--- src/rtl/idx_bit_tracker_if.sv ---
// Bus between a driver and idx_bit_tracker: write port, clear/scan
// commands, tracked vector status and the scan report stream.
interface idx_bit_tracker_if #(
    parameter int IDX_W = 2
);
    localparam int DEPTH = 2 ** IDX_W;

    logic             wr_valid;
    logic [IDX_W-1:0] wr_idx;
    logic             wr_bit;
    logic             wr_ready;
    logic             clr_req;
    logic             scan_start;
    logic [DEPTH-1:0] vec;
    logic [IDX_W:0]   pop_cnt;
    logic             last_class;
    logic             busy;
    logic             scan_valid;
    logic [IDX_W-1:0] scan_idx;
    logic             scan_done;

    modport master (
        output wr_valid, wr_idx, wr_bit, clr_req, scan_start,
        input  wr_ready, vec, pop_cnt, last_class, busy,
        input  scan_valid, scan_idx, scan_done
    );

    modport slave (
        input  wr_valid, wr_idx, wr_bit, clr_req, scan_start,
        output wr_ready, vec, pop_cnt, last_class, busy,
        output scan_valid, scan_idx, scan_done
    );
endinterface

--- src/rtl/idx_bit_tracker.sv ---
// Tracks a 2**IDX_W bit vector with a running popcount; supports single-bit
// writes, a one-bit-per-cycle sequential clear, and a one-bit-per-cycle scan.
module idx_bit_tracker #(
    parameter int IDX_W      = 2,
    parameter int CLASS_MODE = 0
) (
    input  logic                 clk_i,
    input  logic                 rst_i,
    idx_bit_tracker_if.slave     bus
);
    localparam int               DEPTH    = 2 ** IDX_W;
    localparam logic [IDX_W-1:0] PTR_LAST = '1;
    localparam logic [IDX_W-1:0] PTR_ONE  = {{(IDX_W-1){1'b0}}, 1'b1};
    localparam logic [IDX_W:0]   POP_ONE  = {{IDX_W{1'b0}}, 1'b1};
    localparam logic [IDX_W:0]   POP_MAX  = (IDX_W+1)'(DEPTH);

    typedef enum logic [1:0] {IDLE, CLEAR, SCAN} state_t;

    state_t           state_q, state_d;
    logic [IDX_W-1:0] ptr_q, ptr_d;
    logic [DEPTH-1:0] vec_q, vec_d;
    logic [IDX_W:0]   pop_q, pop_d;
    logic             cls_q, cls_d;
    logic             sv_q, sv_d;
    logic [IDX_W-1:0] sidx_q, sidx_d;
    logic             sdone_q, sdone_d;
    logic             wr_ready;
    logic             wr_fire;

    function automatic logic classify(input logic [IDX_W-1:0] idx);
        if (CLASS_MODE == 1)      return ^idx;
        else if (CLASS_MODE == 2) return idx[IDX_W-1];
        else                      return idx[0];
    endfunction

    assign wr_ready = (state_q == IDLE) && !bus.clr_req && !bus.scan_start;
    assign wr_fire  = bus.wr_valid && wr_ready;

    always_comb begin
        state_d = state_q;
        ptr_d   = ptr_q;
        vec_d   = vec_q;
        pop_d   = pop_q;
        cls_d   = cls_q;
        sv_d    = 1'b0;
        sidx_d  = sidx_q;
        sdone_d = 1'b0;
        case (state_q)
            IDLE: begin
                if (bus.clr_req) begin
                    state_d = CLEAR;
                    ptr_d   = '0;
                end else if (bus.scan_start) begin
                    state_d = SCAN;
                    ptr_d   = '0;
                end else if (wr_fire) begin
                    vec_d[bus.wr_idx] = bus.wr_bit;
                    cls_d             = classify(bus.wr_idx);
                    // Only a real 0<->1 transition moves the count; saturate as a guard.
                    if (bus.wr_bit && !vec_q[bus.wr_idx] && pop_q != POP_MAX)
                        pop_d = pop_q + POP_ONE;
                    else if (!bus.wr_bit && vec_q[bus.wr_idx] && pop_q != '0)
                        pop_d = pop_q - POP_ONE;
                end
            end
            CLEAR: begin
                vec_d[ptr_q] = 1'b0;
                if (vec_q[ptr_q] && pop_q != '0)
                    pop_d = pop_q - POP_ONE;
                ptr_d = ptr_q + PTR_ONE;
                if (ptr_q == PTR_LAST)
                    state_d = IDLE;
            end
            SCAN: begin
                if (vec_q[ptr_q]) begin
                    sv_d   = 1'b1;
                    sidx_d = ptr_q;
                end
                sdone_d = (ptr_q == PTR_LAST);
                ptr_d   = ptr_q + PTR_ONE;
                if (ptr_q == PTR_LAST)
                    state_d = IDLE;
            end
            default: state_d = IDLE;
        endcase
    end

    always_ff @(posedge clk_i) begin
        if (rst_i) begin
            state_q <= IDLE;
            ptr_q   <= '0;
            vec_q   <= '0;
            pop_q   <= '0;
            cls_q   <= 1'b0;
            sv_q    <= 1'b0;
            sidx_q  <= '0;
            sdone_q <= 1'b0;
        end else begin
            state_q <= state_d;
            ptr_q   <= ptr_d;
            vec_q   <= vec_d;
            pop_q   <= pop_d;
            cls_q   <= cls_d;
            sv_q    <= sv_d;
            sidx_q  <= sidx_d;
            sdone_q <= sdone_d;
        end
    end

    assign bus.wr_ready   = wr_ready;
    assign bus.vec        = vec_q;
    assign bus.pop_cnt    = pop_q;
    assign bus.last_class = cls_q;
    assign bus.busy       = (state_q != IDLE);
    assign bus.scan_valid = sv_q;
    assign bus.scan_idx   = sidx_q;
    assign bus.scan_done  = sdone_q;
endmodule

--- src/flat_wrapper.sv ---
// flat-port wrapper written by rule: the top's interface ports become plain ports
module idx_bit_tracker_flat 
#(
    parameter int IDX_W      = 2,
    parameter int CLASS_MODE = 0
)
  (clk_i, rst_i, bus_wr_valid, bus_wr_idx, bus_wr_bit, bus_clr_req, bus_scan_start, bus_wr_ready, bus_vec, bus_pop_cnt, bus_last_class, bus_busy, bus_scan_valid, bus_scan_idx, bus_scan_done);
  idx_bit_tracker_if #(.IDX_W(IDX_W)) bus_i ();
  input  logic clk_i;
  input  logic rst_i;
  input wire logic [$bits(bus_i.wr_valid)-1:0] bus_wr_valid;
  input wire logic [$bits(bus_i.wr_idx)-1:0] bus_wr_idx;
  input wire logic [$bits(bus_i.wr_bit)-1:0] bus_wr_bit;
  input wire logic [$bits(bus_i.clr_req)-1:0] bus_clr_req;
  input wire logic [$bits(bus_i.scan_start)-1:0] bus_scan_start;
  output wire logic [$bits(bus_i.wr_ready)-1:0] bus_wr_ready;
  output wire logic [$bits(bus_i.vec)-1:0] bus_vec;
  output wire logic [$bits(bus_i.pop_cnt)-1:0] bus_pop_cnt;
  output wire logic [$bits(bus_i.last_class)-1:0] bus_last_class;
  output wire logic [$bits(bus_i.busy)-1:0] bus_busy;
  output wire logic [$bits(bus_i.scan_valid)-1:0] bus_scan_valid;
  output wire logic [$bits(bus_i.scan_idx)-1:0] bus_scan_idx;
  output wire logic [$bits(bus_i.scan_done)-1:0] bus_scan_done;
  assign bus_i.wr_valid = bus_wr_valid;
  assign bus_i.wr_idx = bus_wr_idx;
  assign bus_i.wr_bit = bus_wr_bit;
  assign bus_i.clr_req = bus_clr_req;
  assign bus_i.scan_start = bus_scan_start;
  assign bus_wr_ready = bus_i.wr_ready;
  assign bus_vec = bus_i.vec;
  assign bus_pop_cnt = bus_i.pop_cnt;
  assign bus_last_class = bus_i.last_class;
  assign bus_busy = bus_i.busy;
  assign bus_scan_valid = bus_i.scan_valid;
  assign bus_scan_idx = bus_i.scan_idx;
  assign bus_scan_done = bus_i.scan_done;
  idx_bit_tracker #(.IDX_W(IDX_W), .CLASS_MODE(CLASS_MODE)) u_core (.clk_i(clk_i), .rst_i(rst_i), .bus(bus_i));
endmodule
--- config.mk ---
export PLATFORM = sky130hd
export DESIGN_NAME = idx_bit_tracker_flat
export DESIGN_NICKNAME = d
export VERILOG_FILES = /design/src/rtl/idx_bit_tracker_if.sv /design/src/rtl/idx_bit_tracker.sv /design/src/flat_wrapper.sv
export SDC_FILE = /design/constraint.sdc
export NUM_CORES = 1
export LEC_CHECK = 0
export ABC_CLOCK_PERIOD_IN_PS = 2260
export BUFFER_PORTS_ARGS = -buffer_cell sky130_fd_sc_hd__buf_2
export CAP_MARGIN = 20
export CORE_MARGIN = 2
export CORE_UTILIZATION = 50
export CTS_BUF_LIST = sky130_fd_sc_hd__clkbuf_8
export DETAILED_ROUTE_END_ITERATION = 7
export PLACE_DENSITY = 0.73
export SYNTH_ARGS = -nofsm -noshare
export SYNTH_HDL_FRONTEND = slang
export SYNTH_SLANG_ARGS = --single-unit
--- constraint.sdc ---
create_clock -name clk_i -period 2.26 [get_ports clk_i]
set_input_delay 0.226 -clock clk_i [delete_from_list [all_inputs] [get_ports clk_i]]
set_output_delay 0.226 -clock clk_i [all_outputs]
set_load 0.01 [all_outputs]
# == Word level (Yosys, flattened, before mapping) ==
# Cells that the tools add are included.
# W data, S select, Z words.
# word_totals
ff_bits,16
word_cells,86
# op_classes
addsub,3
n_lt_le_gt_ge,4
n_eq_ne,11
n_mux,28
n_bitwise,5
n_reduce_logical,27
# op_table
op,n
$mux W3,6
$mux W4,3
$logic_and A1 B1 Y1,10
$mux W2,5
$ne A3 B3 Y1 const B,3
$pmux W2 S2,2
$pmux W4 S2,1
$reduce_and A4 Y1,2
$lt A2 B3 Y1 const B,2
$ne A2 B1 Y1 const B,3
$pmux W3 S2,1
$reduce_and A2 Y1,3
$reduce_and A6 Y1,1
$reduce_bool A2 Y1,3
$mux W1,5
$and A4 B4 Y4,1
$bmux W1 S2,2
$bwmux W4,1
$demux W1 S2,2
$eq A2 B2 Y1 const B,2
$ge A2 B1 Y1 const B,2
$logic_not A1 Y1,4
$ne A2 B2 Y1 const B,2
$not A4 Y4,1
8 further kinds,11

# == Longest topological paths before layout ==
# Gate-level depths: netlist (run 1).
# depth
depth_word,10
mapped_depth,10
ltp_nobuf,9

# == Least setup slack after synthesis (run 1) ==
# No wires, ideal clock.
# synth_timing
path_type,register to register
start,reg u_core.state_q[0]
end,reg u_core.pop_q[2] (netlist: u_core.bus.pop_cnt[2])
t_arrival_ns,1.675
setup_slack_ns,0.447
stages_incl_launch_ff,9
synth_period_minus_slack_ns,1.813
path_cell_list,dfxtp_1 inv_1 ha_1 buf_6 nor4bb_1 o32ai_1 or4_4 nor2_2 a311oi_1
# synth_between
elab_chain_len,6
word_cells_on_any_way,13
# synth_lines
element,line,source
from (decl),idx_bit_tracker.sv:19,"state_t state_q, state_d;"
from (signal assigned),idx_bit_tracker.sv:99,state_q <= state_d;
$logic_not A2 Y1,"idx_bit_tracker.sv:36, idx_bit_tracker.sv:48",
$logic_and A1 B1 Y1 (2 in a row),idx_bit_tracker.sv:36,assign wr_ready = (state_q == IDLE) && !bus.clr_req && !bus.scan_start;
$logic_and A1 B1 Y1,idx_bit_tracker.sv:37,assign wr_fire = bus.wr_valid && wr_ready;
$ne A2 B1 Y1 (no line),n/a,
$reduce_and A6 Y1 (no line),n/a,
to (signal assigned),idx_bit_tracker.sv:102,pop_q <= pop_d;
to (decl),idx_bit_tracker.sv:22,"logic [IDX_W:0] pop_q, pop_d;"
# Several ways; a longest one is shown, not always the timed one.
# A chain may end at the register's enable or synchronous reset.

# == Worst setup path after layout (run 1) ==
# layout_timing
start,reg u_core.state_q[1]
end,reg u_core.pop_q[0] (netlist: u_core.bus.pop_cnt[0])
# Same word-level chain as after synthesis.

==> metrics, run 1 <==
CP max FO 11; H-tree depth 1; Critical Path Source Type register; Die Ht 52.30 um; ANT nets after route 0; GRT overflow 0; drt wl/cell 14.29 um; fraction of layout cells with a size suffix above 1 0.2614; worst r2r path cells 7; CP delay by family, top simple AND/OR/NAND/NOR gates; Worst Tran Pin Value about 0.43 ns; synthesis-stage register bit count 16; Seq/Total Area, Yosys 0.2747; Mapped Area 1166 um2; IO buf count 21; row count 17; Tot Pwr ~960 uW; reg2reg start u_core.state_q[1]; # hold bufs at CTS 0; maxcap violations 0; Ports 22; largest net degree at the start of global routing 16; vias in the first global route roughly 960; sequential power share 0.361; initial antenna violation count 0; Clock power frac 0.226; Tcrit/Tclk final 0.8915; Rel. slew slack 0.7122; Data arrival, critical path ~2.1 ns; RSZ-0062 raised after global routing false; Psw about 360 uW; fmax approximately 500 MHz; CTS Root Buffer Type clkbuf_8; Synth Flop Type dfxtp_1; Pint about 600 uW; Synth top area share 0.2747; Cells after Synth roughly 130; hpwl dp 1924 um; CP startpoint u_core.state_q[1]; Final TNS setup 0 ns; Gate power share 0.414; n_diodes 0; DR vias roughly 1.0k; switching share of power 0.3794; Die Wd between 50 and 60 um; FFs w/ async S/R, synth 0; YS warnings 0; slowest stage delay, CP around 0.45 ns; Hold WS slightly above 0.3 ns; cts bufs inserted 3; Die ar. approximately 2700 um2; Final Max Slew Viols 0; P&R area growth vs syn 12.88%; clock slew at reported path FFs 0.06 ns; Power Density 727.1 nW/um2; status finished, final reports clean; GPL Wtd Cong 0.8858; worst hold path class input pin to register; Mean Syn Cell Area ~9 um2; Util after Layout 0.5950; Total Nets Final approximately 170; Leakage slightly below 0.6 nW; Final min period roughly 2.0 ns; CP max-delay cell or4_4; WP data required between 2 and 2.5 ns; CP endpoint kind register; Netlist cell types 46; Fin Clk Skew between 0.0015 and 0.002 ns; # setup viols final 0; number of synthesized flops with an enable pin 0; Initial DRC Count 17; crit-path cells inv_1 > ha_2 > nor4bb_1 > o32ai_1 > or4_4 > o21ai_1 > a21oi_1; GRT Util Overall 0.2121; Starting Density 0.5271; Routed WL around 2600 um; Synth area leaders dfxtp_1, ha_1, mux2i_4; Hold Path Origin bus_clr_req; # DRC 0; Crit path depth 7; Pre-antenna DRT Iters 4; latest clock arrival within the worst-skew pair approximately 0.25 ns; Setup Buffers After CTS 0; largest area contributor in the netlist dfxtp_1; Fin. Hold Viols 0; worst hold stages 3; Avg Vias per Cell ~5.8; Setup CP Type register to register; CTS tree built; # clock sinks 16; VDD IR max approximately 0.48 mV; placed insts approximately 180; core area 2212 um2; Clock Path Buffers 2; Mapped Nets 151; Worst Path Buf+Inv 1; global-route wire length before repair 4278 um; Post-Layout Cell Count between 150 and 200
path summary, 6_finish.rpt:
path | endpoint | slack [ns]
worst min-delay path | u_core.state_q[0] | 0.30
worst max-delay path | u_core.bus.pop_cnt[0] | 0.25
worst min register to register | u_core.bus.scan_idx[1] | 0.45
worst max register to register | u_core.bus.pop_cnt[0] | 0.25
power groups by stage:
stage	combinational (mW)	clock, mW	sequential [mW]
floorplan	0.305	0	0.346
global placement	0.376	0	0.348
detailed placement	0.385	0	0.351
CTS	0.387	0.223	0.344
global route	0.444	0.232	0.349
finish	0.396	0.216	0.345
timing repair:
item | 4_1_cts | 5_1_grt
gates resized for setup | 0 | 1
hold endpoints to repair | 0 | 0
endpoints found under the setup margin | 0 | 4
cell usage in the layout (no fill, tap or decap), types with 2 or more instances in the layout:
master / Yosys / layout
mux2_2: 2 / 2
nand2b_1: 2 / 2
a31oi_1: 2 / 2
ha_1: 10 / 9
nand3b_1: 2 / 2
clkbuf_8: 0 / 3
nand2_1: 12 / 12
inv_2: 2 / 2
nor2_1: 9 / 9
nand3_1: 3 / 3
a22o_1: 2 / 2
a211oi_1: 4 / 4
inv_1: 10 / 10
dfxtp_1: 16 / 16
a32oi_1: 2 / 2
mux2i_4: 2 / 2
a21oi_1: 7 / 7
buf_2: 0 / 21
nor2b_1: 2 / 2
o21ai_0: 8 / 8
mux2i_1: 4 / 4
and3_1: 3 / 3
registers in the layout, summed over array words and instances, names as in the netlist:
signal,cells
u_core.bus.vec,4
u_core.bus.scan_done,1
u_core.ptr_q,2
u_core.bus.last_class,1
u_core.state_q,2
u_core.bus.scan_idx,2
u_core.bus.pop_cnt,3
u_core.bus.scan_valid,1
worst register-to-register path, stage by stage (launching register included):
cell and delay, ns:
dfxtp_1 0.31, inv_1 0.10, ha_2 0.30, nor4bb_1 0.32, o32ai_1 0.18, or4_4 0.45
o21ai_1 0.14, a21oi_1 0.08
stage by stage:
step | worst slack, ns | cell area (um2)
floorplan | 0.4473 | 1166
global placement | 0.2803 | 1272
detailed placement | 0.1674 | 1272
CTS | 0.1629 | 1314
global route | 0.04827 | 1316
finish | 0.2451 | 1316
synth_stat cells (all sizes together) (2+ instances only):
cell / instances
a211oi: 4
ha: 10
clkbuf: 2
inv: 12
nand2: 12
a22o: 2
o32ai: 2
nor2b: 2
or2: 2
mux2i: 6
mux2: 2
nand2b: 2
o21ai: 9
dfxtp: 16
nor2: 10
a32oi: 2
a21oi: 7
buf: 3
a31oi: 2
and3: 3
nand3: 3
nand3b: 2
per-layer routing:
metal | track usage | share of wire
met5 | 0 | 0
met3 | 0.03143 | 0.053
met1 | 0.2647 | 0.46
met2 | 0.3500 | 0.46
met4 | 0.1111 | 0.024
final cells by class:
type / instances / area (um2)
fill: 219 / 895.9
multi-input combinational: 100 / 762.0
sequential: 16 / 320.3
timing repair buffer: 22 / 112.6
inverter: 12 / 45.04
clock buffer: 3 / 41.29
tap: 28 / 35.03
cell families after synthesis:
kind of cell	after synthesis	synth area share
compound gates	34	0.2028
xor+xnor	1	0.007512
fa+ha+maj	10	0.1073
buf+inv	17	0.07404
flops	16	0.2747
mux	9	0.1116
simple gates	46	0.2221
(Power assumes the default switching activity.)
==> run 2, diff against run 1 <==
--- a/config.mk
+++ b/config.mk
@@ -9,10 +9,10 @@
 export BUFFER_PORTS_ARGS = -buffer_cell sky130_fd_sc_hd__buf_2
 export CAP_MARGIN = 20
 export CORE_MARGIN = 2
-export CORE_UTILIZATION = 50
+export CORE_UTILIZATION = 45
 export CTS_BUF_LIST = sky130_fd_sc_hd__clkbuf_8
 export DETAILED_ROUTE_END_ITERATION = 7
-export PLACE_DENSITY = 0.73
+export PLACE_DENSITY_LB_ADDON = 0.1
 export SYNTH_ARGS = -nofsm -noshare
 export SYNTH_HDL_FRONTEND = slang
 export SYNTH_SLANG_ARGS = --single-unit
==> metrics, run 2 (same netlist as run 1, synthesis figures left out) <==
largest net degree at the start of global routing 16 (unchanged); Pre-antenna DRT Iters 4 (unchanged); Die Ht 54.91 um (+5.0%); Final min period 2.053 ns (+0.03780 ns); VDD IR max 0.5392 mV (+12%); Critical Path Source Type register; DR vias 1027 (-1.4%); Ports 22 (unchanged); maxcap violations 0 (unchanged); core area 2477 um2 (+12%); Final Max Slew Viols 0 (unchanged); # DRC 0 (unchanged); hpwl dp 1992 um (+3.6%); pre-CTS setup slack 0.2034 ns (+0.03598 ns); Tcrit/Tclk final 0.9083 (+0.01672); row count 18 (+1); # setup viols final 0 (unchanged); drt wl/cell 14.17 um (-0.83%); Total Nets Final 173 (unchanged); Psw 367.5 uW (+1.2%); Rel. slew slack 0.6619 (-0.05031); Hold WS 0.2902 ns (-0.01172 ns); status finished, final reports clean; placed insts 180 (+1.1%); GPL Wtd Cong 0.8229 (-7.1%); n_diodes 0 (unchanged); latest clock arrival within the worst-skew pair 0.25 ns (about the same); global-route wire length before repair 4360 um (+1.9%); Fin. Hold Viols 0 (unchanged); GRT Util Overall 0.2027 (-0.009393); Fin Clk Skew 0.0009550 ns (-0.0007461 ns); Setup CP Type register to register; ANT nets after route 0 (unchanged); clock slew at reported path FFs 0.07 ns (about the same); Power Density 748.5 nW/um2 (+2.9%); Initial DRC Count 14 (-3); Gate power share 0.397 (-0.017); Avg Vias per Cell 5.582 (-3.0%); IO buf count 21 (unchanged); worst r2r path cells 7 (unchanged); switching share of power 0.3691 (-0.01024); CTS Root Buffer Type clkbuf_8; Final TNS setup 0 ns (unchanged); cts bufs inserted 3 (unchanged); end point of the critical path u_core.bus.pop_cnt[2]; # clock sinks 16 (unchanged); # hold bufs at CTS 0 (unchanged); sequential power share 0.344 (-0.017); fmax 487.2 MHz (-1.8%); CP max FO 14 (+3); r2r setup slk 0.21 ns (-0.04 ns); WP data required 2.42 ns (+0.03 ns); crit-path cells inv_1 > ha_1 > and3b_1 > a22oi_2 > mux2i_1 > or2_1 > a311oi_1; slowest stage delay, CP 0.46 ns (about the same); Resized Gates After CTS 0 (unchanged); CP endpoint kind register; vias in the first global route 974 (+1.4%); commonest non-fill, non-tap cells in the layout buf_2, dfxtp_1, nand2_1; CP max-delay cell ha_1; CP startpoint u_core.state_q[1]; Clock Path Buffers 2 (unchanged); CP delay by family, top compound AO/OA/AOI/OAI gates; Post-Layout Inst Area 1330 um2 (+1.0%); reg2reg start u_core.state_q[1]; initial antenna violation count 0 (unchanged); P&R area growth vs syn 14.06%; Routed WL 2608 um (+0.81%); placement-stage cell area 1275 um2 (+0.20%); Worst Tran Pin Value 0.5019 ns (+0.07149 ns); Clock power frac 0.259 (+0.033); CTS tree built; Post-Layout Cell Count 184 (+1.7%); Pint 628.0 uW (+5.7%); Data arrival, critical path 2.22 ns (+0.08 ns); max reg flops 4 (unchanged); Setup Buffers After CTS 0 (unchanged); reg-to-reg endpoint u_core.bus.pop_cnt[2]; Leakage 0.5912 nW (+1.3%); fraction of layout cells with a size suffix above 1 0.2597 (-0.001698); H-tree depth 1 (unchanged); Worst Path Buf+Inv 1 (unchanged); RSZ-0062 raised after global routing false; Die Wd 54.91 um (+5.0%); worst setup margin 0.2073 ns (-0.03780 ns); worst hold path class input pin to register; GRT overflow 0 (unchanged); Die ar. 3015 um2 (+10%); Crit path depth 7 (unchanged); Starting Density 0.4707 (-0.05644); most common cell after layout, fill and taps aside buf_2
-- run 2: changes by cell type in the layout (fill, tap and decap cells not counted), sizes merged --
cell	previous run	this run
clkbuf	3	4
-- run 2: final cells by class --
class | count | area (um2)
Clock buffer | 4 | 55.05
Fill cell | 245 | 1147
Inverter | 12 | 45.04
Multi-Input combinational cell | 100 | 759.5
Sequential cell | 16 | 320.3
Tap cell | 30 | 37.54
Timing Repair Buffer | 22 | 112.6
-- run 2: routing by layer --
| layer | global-route usage | wire length (um) | share of wire |
|---|---|---|---|
| met1 | 0.2646 | 1263 | 0.48 |
| met2 | 0.3313 | 1183 | 0.45 |
| met3 | 0.03495 | 123 | 0.047 |
| met4 | 0.08130 | 37 | 0.014 |
| met5 | 0 | 0 | 0 |
-- run 2: power by group through the flow --
stage | sequential, mW | clock [mW] | combinational [mW]
after global routing | 0.348 | 0.276 | 0.454
after detailed placement | 0.348 | 0 | 0.394
after global placement | 0.348 | 0 | 0.389
after CTS | 0.342 | 0.266 | 0.397
after floorplan | 0.346 | 0 | 0.305
final | 0.342 | 0.258 | 0.395
-- run 2: worst min-delay path, delay by kind of cell --
kind / cells / cell delay (ns)
compound gates: 1 / 0.09
simple gates: 1 / 0.07
buf+inv: 1 / 0.11
-- run 2: worst min-delay path by stage --
stage	start	end	slack, ns	depth (start not counted)
floorplan	rst_i	u_core.bus.pop_cnt[2]	0.30	1
global placement	u_core.bus.last_class	u_core.bus.last_class	0.44	2
detailed placement	u_core.bus.last_class	u_core.bus.last_class	0.45	2
CTS	bus_clr_req	u_core.state_q[0]	0.29	3
global route	bus_clr_req	u_core.state_q[0]	0.33	3
finish	bus_clr_req	u_core.state_q[0]	0.29	3
-- run 2: through the flow --
step                      power (mW)  utilization
after CTS                      1.005       0.5369
final                         0.9955       0.5369
after global routing           1.077       0.5369
after floorplan               0.6509            -
after global placement        0.7361       0.5146
after detailed placement      0.7423       0.5146
